===== src/rtl/rv_pipe_ctrl.sv =====
// rv_pipe_ctrl: central pipeline sequencer for the in-order RV32 core.
// One FSM (INIT/RUN/MC_WAIT/FLUSH) owns every stall, flush, bubble and
// PC-redirect decision so no pipeline stage computes its own hazards.
// Optional performance counters are built only when RV_PIPE_CTRL_PERF_EN
// is defined; otherwise both counter ports are tied to zero.
module rv_pipe_ctrl #(
    parameter int INIT_CYCLES  = 2,
    parameter int FLUSH_CYCLES = 2,
    parameter int MC_TIMEOUT   = 64
) (
    input  logic        i_clk,
    input  logic        i_reset_n,
    input  logic        i_imem_ready,
    input  logic [4:0]  i_dec_rs1,
    input  logic [4:0]  i_dec_rs2,
    input  logic        i_dec_rs1_use,
    input  logic        i_dec_rs2_use,
    input  logic [4:0]  i_ex_rd,
    input  logic        i_ex_load,
    input  logic        i_ex_mc_start,
    input  logic        i_ex_mc_done,
    input  logic        i_ex_redirect,
    input  logic [29:0] i_ex_target,
    input  logic        i_trap,
    input  logic [29:0] i_trap_vec,
    output logic        o_fetch_stall,
    output logic        o_dec_stall,
    output logic        o_dec_flush,
    output logic        o_ex_bubble,
    output logic        o_pc_load,
    output logic [29:0] o_pc_target,
    output logic        o_mc_abort,
    output logic [31:0] o_perf_stall_cnt,
    output logic [31:0] o_perf_flush_cnt
);

    // One shared counter covers the init window, the flush window and the
    // multicycle timeout; it is sized for the largest of the three.
    localparam int CMAX1 = (INIT_CYCLES > FLUSH_CYCLES) ? INIT_CYCLES : FLUSH_CYCLES;
    localparam int CMAX  = (CMAX1 > MC_TIMEOUT) ? CMAX1 : MC_TIMEOUT;
    localparam int CW    = (CMAX > 1) ? $clog2(CMAX) : 1;

    localparam logic [CW-1:0] INIT_LOAD  = CW'(INIT_CYCLES - 1);
    localparam logic [CW-1:0] FLUSH_LOAD = CW'(FLUSH_CYCLES - 1);
    localparam logic [CW-1:0] MC_LAST    = CW'((MC_TIMEOUT > 0) ? MC_TIMEOUT - 1 : 0);

    localparam logic [1:0] ST_INIT    = 2'd0;
    localparam logic [1:0] ST_RUN     = 2'd1;
    localparam logic [1:0] ST_MC_WAIT = 2'd2;
    localparam logic [1:0] ST_FLUSH   = 2'd3;

    logic [1:0]    state_q, state_d;
    logic [CW-1:0] cnt_q, cnt_d;
    logic [29:0]   pc_tgt_q, pc_tgt_d;
    logic [29:0]   load_tgt;
    logic          load_use;
    logic          mc_timeout;

    assign load_use = i_ex_load && (i_ex_rd != '0) &&
                      ((i_dec_rs1_use && (i_dec_rs1 == i_ex_rd)) ||
                       (i_dec_rs2_use && (i_dec_rs2 == i_ex_rd)));

    assign mc_timeout = (MC_TIMEOUT != 0) && (cnt_q == MC_LAST);

    // Next-state, counter and per-cycle pipeline control decode
    always_comb begin
        state_d       = state_q;
        cnt_d         = cnt_q;
        load_tgt      = i_ex_target;
        o_fetch_stall = 1'b0;
        o_dec_stall   = 1'b0;
        o_dec_flush   = 1'b0;
        o_ex_bubble   = 1'b0;
        o_pc_load     = 1'b0;
        o_mc_abort    = 1'b0;
        case (state_q)
            ST_RUN: begin
                if (i_trap || i_ex_redirect) begin
                    o_pc_load   = 1'b1;
                    load_tgt    = i_trap ? i_trap_vec : i_ex_target;
                    o_dec_flush = 1'b1;
                    o_ex_bubble = 1'b1;
                    state_d     = ST_FLUSH;
                    cnt_d       = FLUSH_LOAD;
                end else if (i_ex_mc_start && !i_ex_mc_done) begin
                    o_fetch_stall = 1'b1;
                    o_dec_stall   = 1'b1;
                    state_d       = ST_MC_WAIT;
                    cnt_d         = '0;
                end else if (load_use || !i_imem_ready) begin
                    o_fetch_stall = 1'b1;
                    o_dec_stall   = 1'b1;
                    o_ex_bubble   = 1'b1;
                end
            end
            ST_MC_WAIT: begin
                // A trap abandons the op and redirects like a RUN-state trap;
                // redirects from the frozen execute stage are not possible.
                if (i_trap) begin
                    o_mc_abort  = 1'b1;
                    o_pc_load   = 1'b1;
                    load_tgt    = i_trap_vec;
                    o_dec_flush = 1'b1;
                    o_ex_bubble = 1'b1;
                    state_d     = ST_FLUSH;
                    cnt_d       = FLUSH_LOAD;
                end else begin
                    o_fetch_stall = 1'b1;
                    o_dec_stall   = 1'b1;
                    if (i_ex_mc_done) begin
                        state_d = ST_RUN;
                    end else if (mc_timeout) begin
                        o_mc_abort = 1'b1;
                        state_d    = ST_RUN;
                    end else begin
                        cnt_d = cnt_q + CW'(1);
                    end
                end
            end
            ST_FLUSH: begin
                o_dec_flush = 1'b1;
                o_ex_bubble = 1'b1;
                if (i_trap || i_ex_redirect) begin
                    o_pc_load = 1'b1;
                    load_tgt  = i_trap ? i_trap_vec : i_ex_target;
                    cnt_d     = FLUSH_LOAD;
                end else if (cnt_q == '0) begin
                    state_d = ST_RUN;
                end else begin
                    cnt_d = cnt_q - CW'(1);
                end
            end
            default: begin
                o_fetch_stall = 1'b1;
                o_dec_flush   = 1'b1;
                o_ex_bubble   = 1'b1;
                if (cnt_q == '0) begin
                    state_d = ST_RUN;
                end else begin
                    cnt_d = cnt_q - CW'(1);
                end
            end
        endcase
        pc_tgt_d    = o_pc_load ? load_tgt : pc_tgt_q;
        o_pc_target = pc_tgt_d;
    end

    // FSM state, shared counter and held redirect target
    always_ff @(posedge i_clk or negedge i_reset_n) begin
        if (!i_reset_n) begin
            state_q  <= ST_INIT;
            cnt_q    <= INIT_LOAD;
            pc_tgt_q <= '0;
        end else begin
            state_q  <= state_d;
            cnt_q    <= cnt_d;
            pc_tgt_q <= pc_tgt_d;
        end
    end

`ifdef RV_PIPE_CTRL_PERF_EN
    logic [31:0] perf_stall_q, perf_stall_d;
    logic [31:0] perf_flush_q, perf_flush_d;

    // Stall cycles outside INIT and PC-load events, wrapping at 2^32
    always_comb begin
        perf_stall_d = perf_stall_q;
        perf_flush_d = perf_flush_q;
        if (o_fetch_stall && (state_q != ST_INIT)) begin
            perf_stall_d = perf_stall_q + 32'd1;
        end
        if (o_pc_load) begin
            perf_flush_d = perf_flush_q + 32'd1;
        end
    end

    // Performance counter registers
    always_ff @(posedge i_clk or negedge i_reset_n) begin
        if (!i_reset_n) begin
            perf_stall_q <= '0;
            perf_flush_q <= '0;
        end else begin
            perf_stall_q <= perf_stall_d;
            perf_flush_q <= perf_flush_d;
        end
    end

    assign o_perf_stall_cnt = perf_stall_q;
    assign o_perf_flush_cnt = perf_flush_q;
`else
    assign o_perf_stall_cnt = '0;
    assign o_perf_flush_cnt = '0;
`endif

endmodule


===== config.mk =====
export PLATFORM = sky130hd
export DESIGN_NAME = rv_pipe_ctrl
export DESIGN_NICKNAME = d
export VERILOG_FILES = /design/src/rtl/rv_pipe_ctrl.sv
export SDC_FILE = /design/constraint.sdc
export NUM_CORES = 1
export LEC_CHECK = 0
export CAP_MARGIN = 0
export CORE_ASPECT_RATIO = 0.6
export CORE_UTILIZATION = 41
export CTS_BUF_LIST = sky130_fd_sc_hd__clkbuf_16
export DETAILED_ROUTE_END_ITERATION = 6
export GPL_TIMING_DRIVEN = 0
export PLACE_DENSITY_LB_ADDON = 0.1
export RECOVER_POWER = 100
export SETUP_SLACK_MARGIN = 0.2
export SYNTH_ARGS = -nofsm -noshare
export SYNTH_HDL_FRONTEND = slang
export SYNTH_SLANG_ARGS = --single-unit

===== constraint.sdc =====
create_clock -name i_clk -period 4.7 [get_ports i_clk]
set_input_delay 0.705 -clock i_clk [delete_from_list [all_inputs] [get_ports i_clk]]
set_output_delay 0.705 -clock i_clk [all_outputs]
set_load 0.005 [all_outputs]

==> reports/metrics.yaml, run 1 <==
status: "finished with violations"
violations: "max-capacitance violations, max-slew violations"
synthCells: 356
num_vias: 3000
power_density_nw_per_um2: 499
layout_common_cells: "88 x clkdlybuf4s50_1, 65 x buf_4, 64 x conb_1"
timing.slew.headroom: -0.336
synth_ff_type: "dfrtp_1"
crit_type: "reg2out"
cts_resized: 0
fin_setup_tns_ns: 0
grt_usage: 0.215
drv_slew: 39
cp.required_ns: 3.99
syn_area_um2: 3100
initial_core_util: 0.425
wl_mm: 8.60
max_cap_viol_count: 1
ys_ff_latch: 38
post_cts_buffers: 0
arrival_ns: 3.33
num_io_pins: 185
antenna_cells: 0
cp-start-kind: "flop"
grt_first_pass_wirelength_mm: 13.4
hpwl_mm: 6.91
gp_congestion: 0.869
drc: 0
synthDistinctLibCells: 52
nets: 637
area.growth.synth_to_final_pct: 52.6
grt_max_degree: 39
clkSinkCount: 38
period_share: 0.859
setup_viol: 0
path_clk_slew_ns: 0.06
worstSetupEndpointType: "output port"
final_common_cell: "clkdlybuf4s50_1"
insertion_delay_ns: 0.28
p_leak_nw: 2.30
cts_buffer_depth: 2
antenna_left: 0
numCtsBuffers: 5
io_buffers: 119
dp_cells: 642
fmax_mhz: 248
die_area_um2: 7930
routed_via_density: 4.62
ir_drop_mv: 0.266
ys_warn_count: 0
rsz0062_at_grt: "false"
yosysSeqAreaShare: 0.307
stdcell_count: 650
synth_area_leader_cell: "dfrtp_1"
netlist.area_leader.share: 0.299
die_y_um: 69.4
drive_gt1_frac: 0.167
finalHoldViolCount: 0
wl_per_cell_um: 13.2
core.rowCount: 24
fin_skew_ns: 0.00753
detail_route.iter0.violations: 124
drt-pass1-iter-count: 4
antenna_found_initial: 0
min_period_ns: 4.04
dieWidth_um: 114
hp-class: "reg2reg"
synth_area_per_cell_um2: 8.71
tightestPinTransition_ns: 2.00
cts_root_buf: "clkbuf_16"
overflow: 0
core_area_um2: 7300
crit_fanout: 10
synth_top_cells_by_area: "dfrtp_1 30%, buf_4 16%, o31ai_2 6.5%"
synth_edf_count: 0
cts_tree: "done"
grt_pass1_vias: 2824
synthArstFlopShare: 1.00
htree_levels: 2
cts_hold_buf: 0
## synthesized netlist by cell type, types with 2 or more instances
cell type  instances
nor4_1             2
nor2b_1            2
buf_4             68
nor3b_2            2
clkbuf_1           5
dfrtp_1           37
o22ai_1           14
a31oi_1            3
ha_1               7
xor2_1             8
nand2b_1           3
and3_1             2
nor2_1             9
nand2_1           39
buf_2              9
inv_1             19
a21oi_1           23
a2bb2oi_1          2
o21ai_1            8
a21o_1             5
xnor2_1            2
mux2i_1           18
o21ai_0           18
o31ai_1            2
nor3_1             2
a22oi_1            2
o31ai_2           16
buf_6              2
nand3_1            4
## logic make-up after synthesis
kind of cell	count (synthesis)	share of synthesized area
XOR/XNOR	10	0.0283
multiplexers	18	0.0581
flip-flops	38	0.307
AO/OA/AOI/OAI	104	0.239
AND/OR/NAND/NOR	74	0.121
other	1	0.00121
adder cells (fa/ha/maj)	7	0.0282
buffers and inverters	104	0.217
## power breakdown
group / leakage (nW) / switching, W / internal [W]
clock: 0.0940 / 0.000130 / 0.000305
combinational: 1.73 / 0.000704 / 0.000678
sequential: 0.477 / 0.0000658 / 0.000479
total: 2.30 / 0.000900 / 0.00146
## sequential cells by signal, indices dropped and copies added, names as in the netlist
signal	cells
cnt_q	6
pc_tgt_q	30
state_q	2
## worst max-delay path: stages (launching register included)
cell,delay (ns)
dfrtp_1,0.37
inv_1,0.09
ha_1,0.18
buf_4,0.16
nor3_1,0.35
nand2b_1,0.16
a21o_1,0.11
clkbuf_1,0.33
clkbuf_1,0.47
nand2_1,0.11
o21ai_0,0.13
dlygate4sd3_1,0.61
## final timing paths
| path | startpoint | endpoint | slack [ns] | cells past startpoint |
|---|---|---|---|---|
| max | state_q[1] | o_pc_target[20] | 0.66 | 11 |
| min | pc_tgt_q[10] | pc_tgt_q[10] | 0.47 | 2 |
| max reg2reg | state_q[1] | pc_tgt_q[8] | 2.10 | 10 |
| min reg2reg | pc_tgt_q[10] | pc_tgt_q[10] | 0.47 | 2 |
| max in group asynchronous | i_reset_n | pc_tgt_q[15] | 2.55 | 1 |
| min in group asynchronous | i_reset_n | pc_tgt_q[28] | 0.99 | 1 |
## through the flow
step	setup WS [ns]	total power (W)	cell area (um2)	hold slack, ns	util
after detailed placement	1.13	0.00209	4650	0.460	0.638
after global routing	0.455	0.00254	4730	0.503	0.648
after global placement	1.15	0.00206	4660	0.453	0.638
after floorplan	2.29	0.00140	3340	0.409	-
final	0.661	0.00236	4730	0.468	0.648
after CTS	1.11	0.00254	4850	0.474	0.664
## metal layers
layer	routed length, um	up-vias	GRT usage
li1	-	1492	-
met5	0	-	0
met3	738	7	0.0603
met1	4080	1370	0.295
met2	3730	131	0.338
met4	64	0	0.0433
## area by class of cell
| type | count | area, um2 |
|---|---|---|
| plain buffers | 85 | 586 |
| clock buffers | 5 | 125 |
| clock inverters | 3 | 68.8 |
| fillers | 631 | 2560 |
| inverters | 19 | 71.3 |
| multi-input cells | 277 | 1610 |
| flip-flops and latches | 38 | 952 |
| well taps | 104 | 130 |
| repair buffers | 119 | 1180 |
No activity file was read; power rests on OpenSTA's default activity.
==> inputs of run 2 (changes only) <==
--- a/config.mk
+++ b/config.mk
@@ -17,3 +17,4 @@
 export SYNTH_ARGS = -nofsm -noshare
 export SYNTH_HDL_FRONTEND = slang
 export SYNTH_SLANG_ARGS = --single-unit
+export TNS_END_PERCENT = 50
==> results of run 2 <==
Final layout, timing and power as in run 1 (identical DEF).
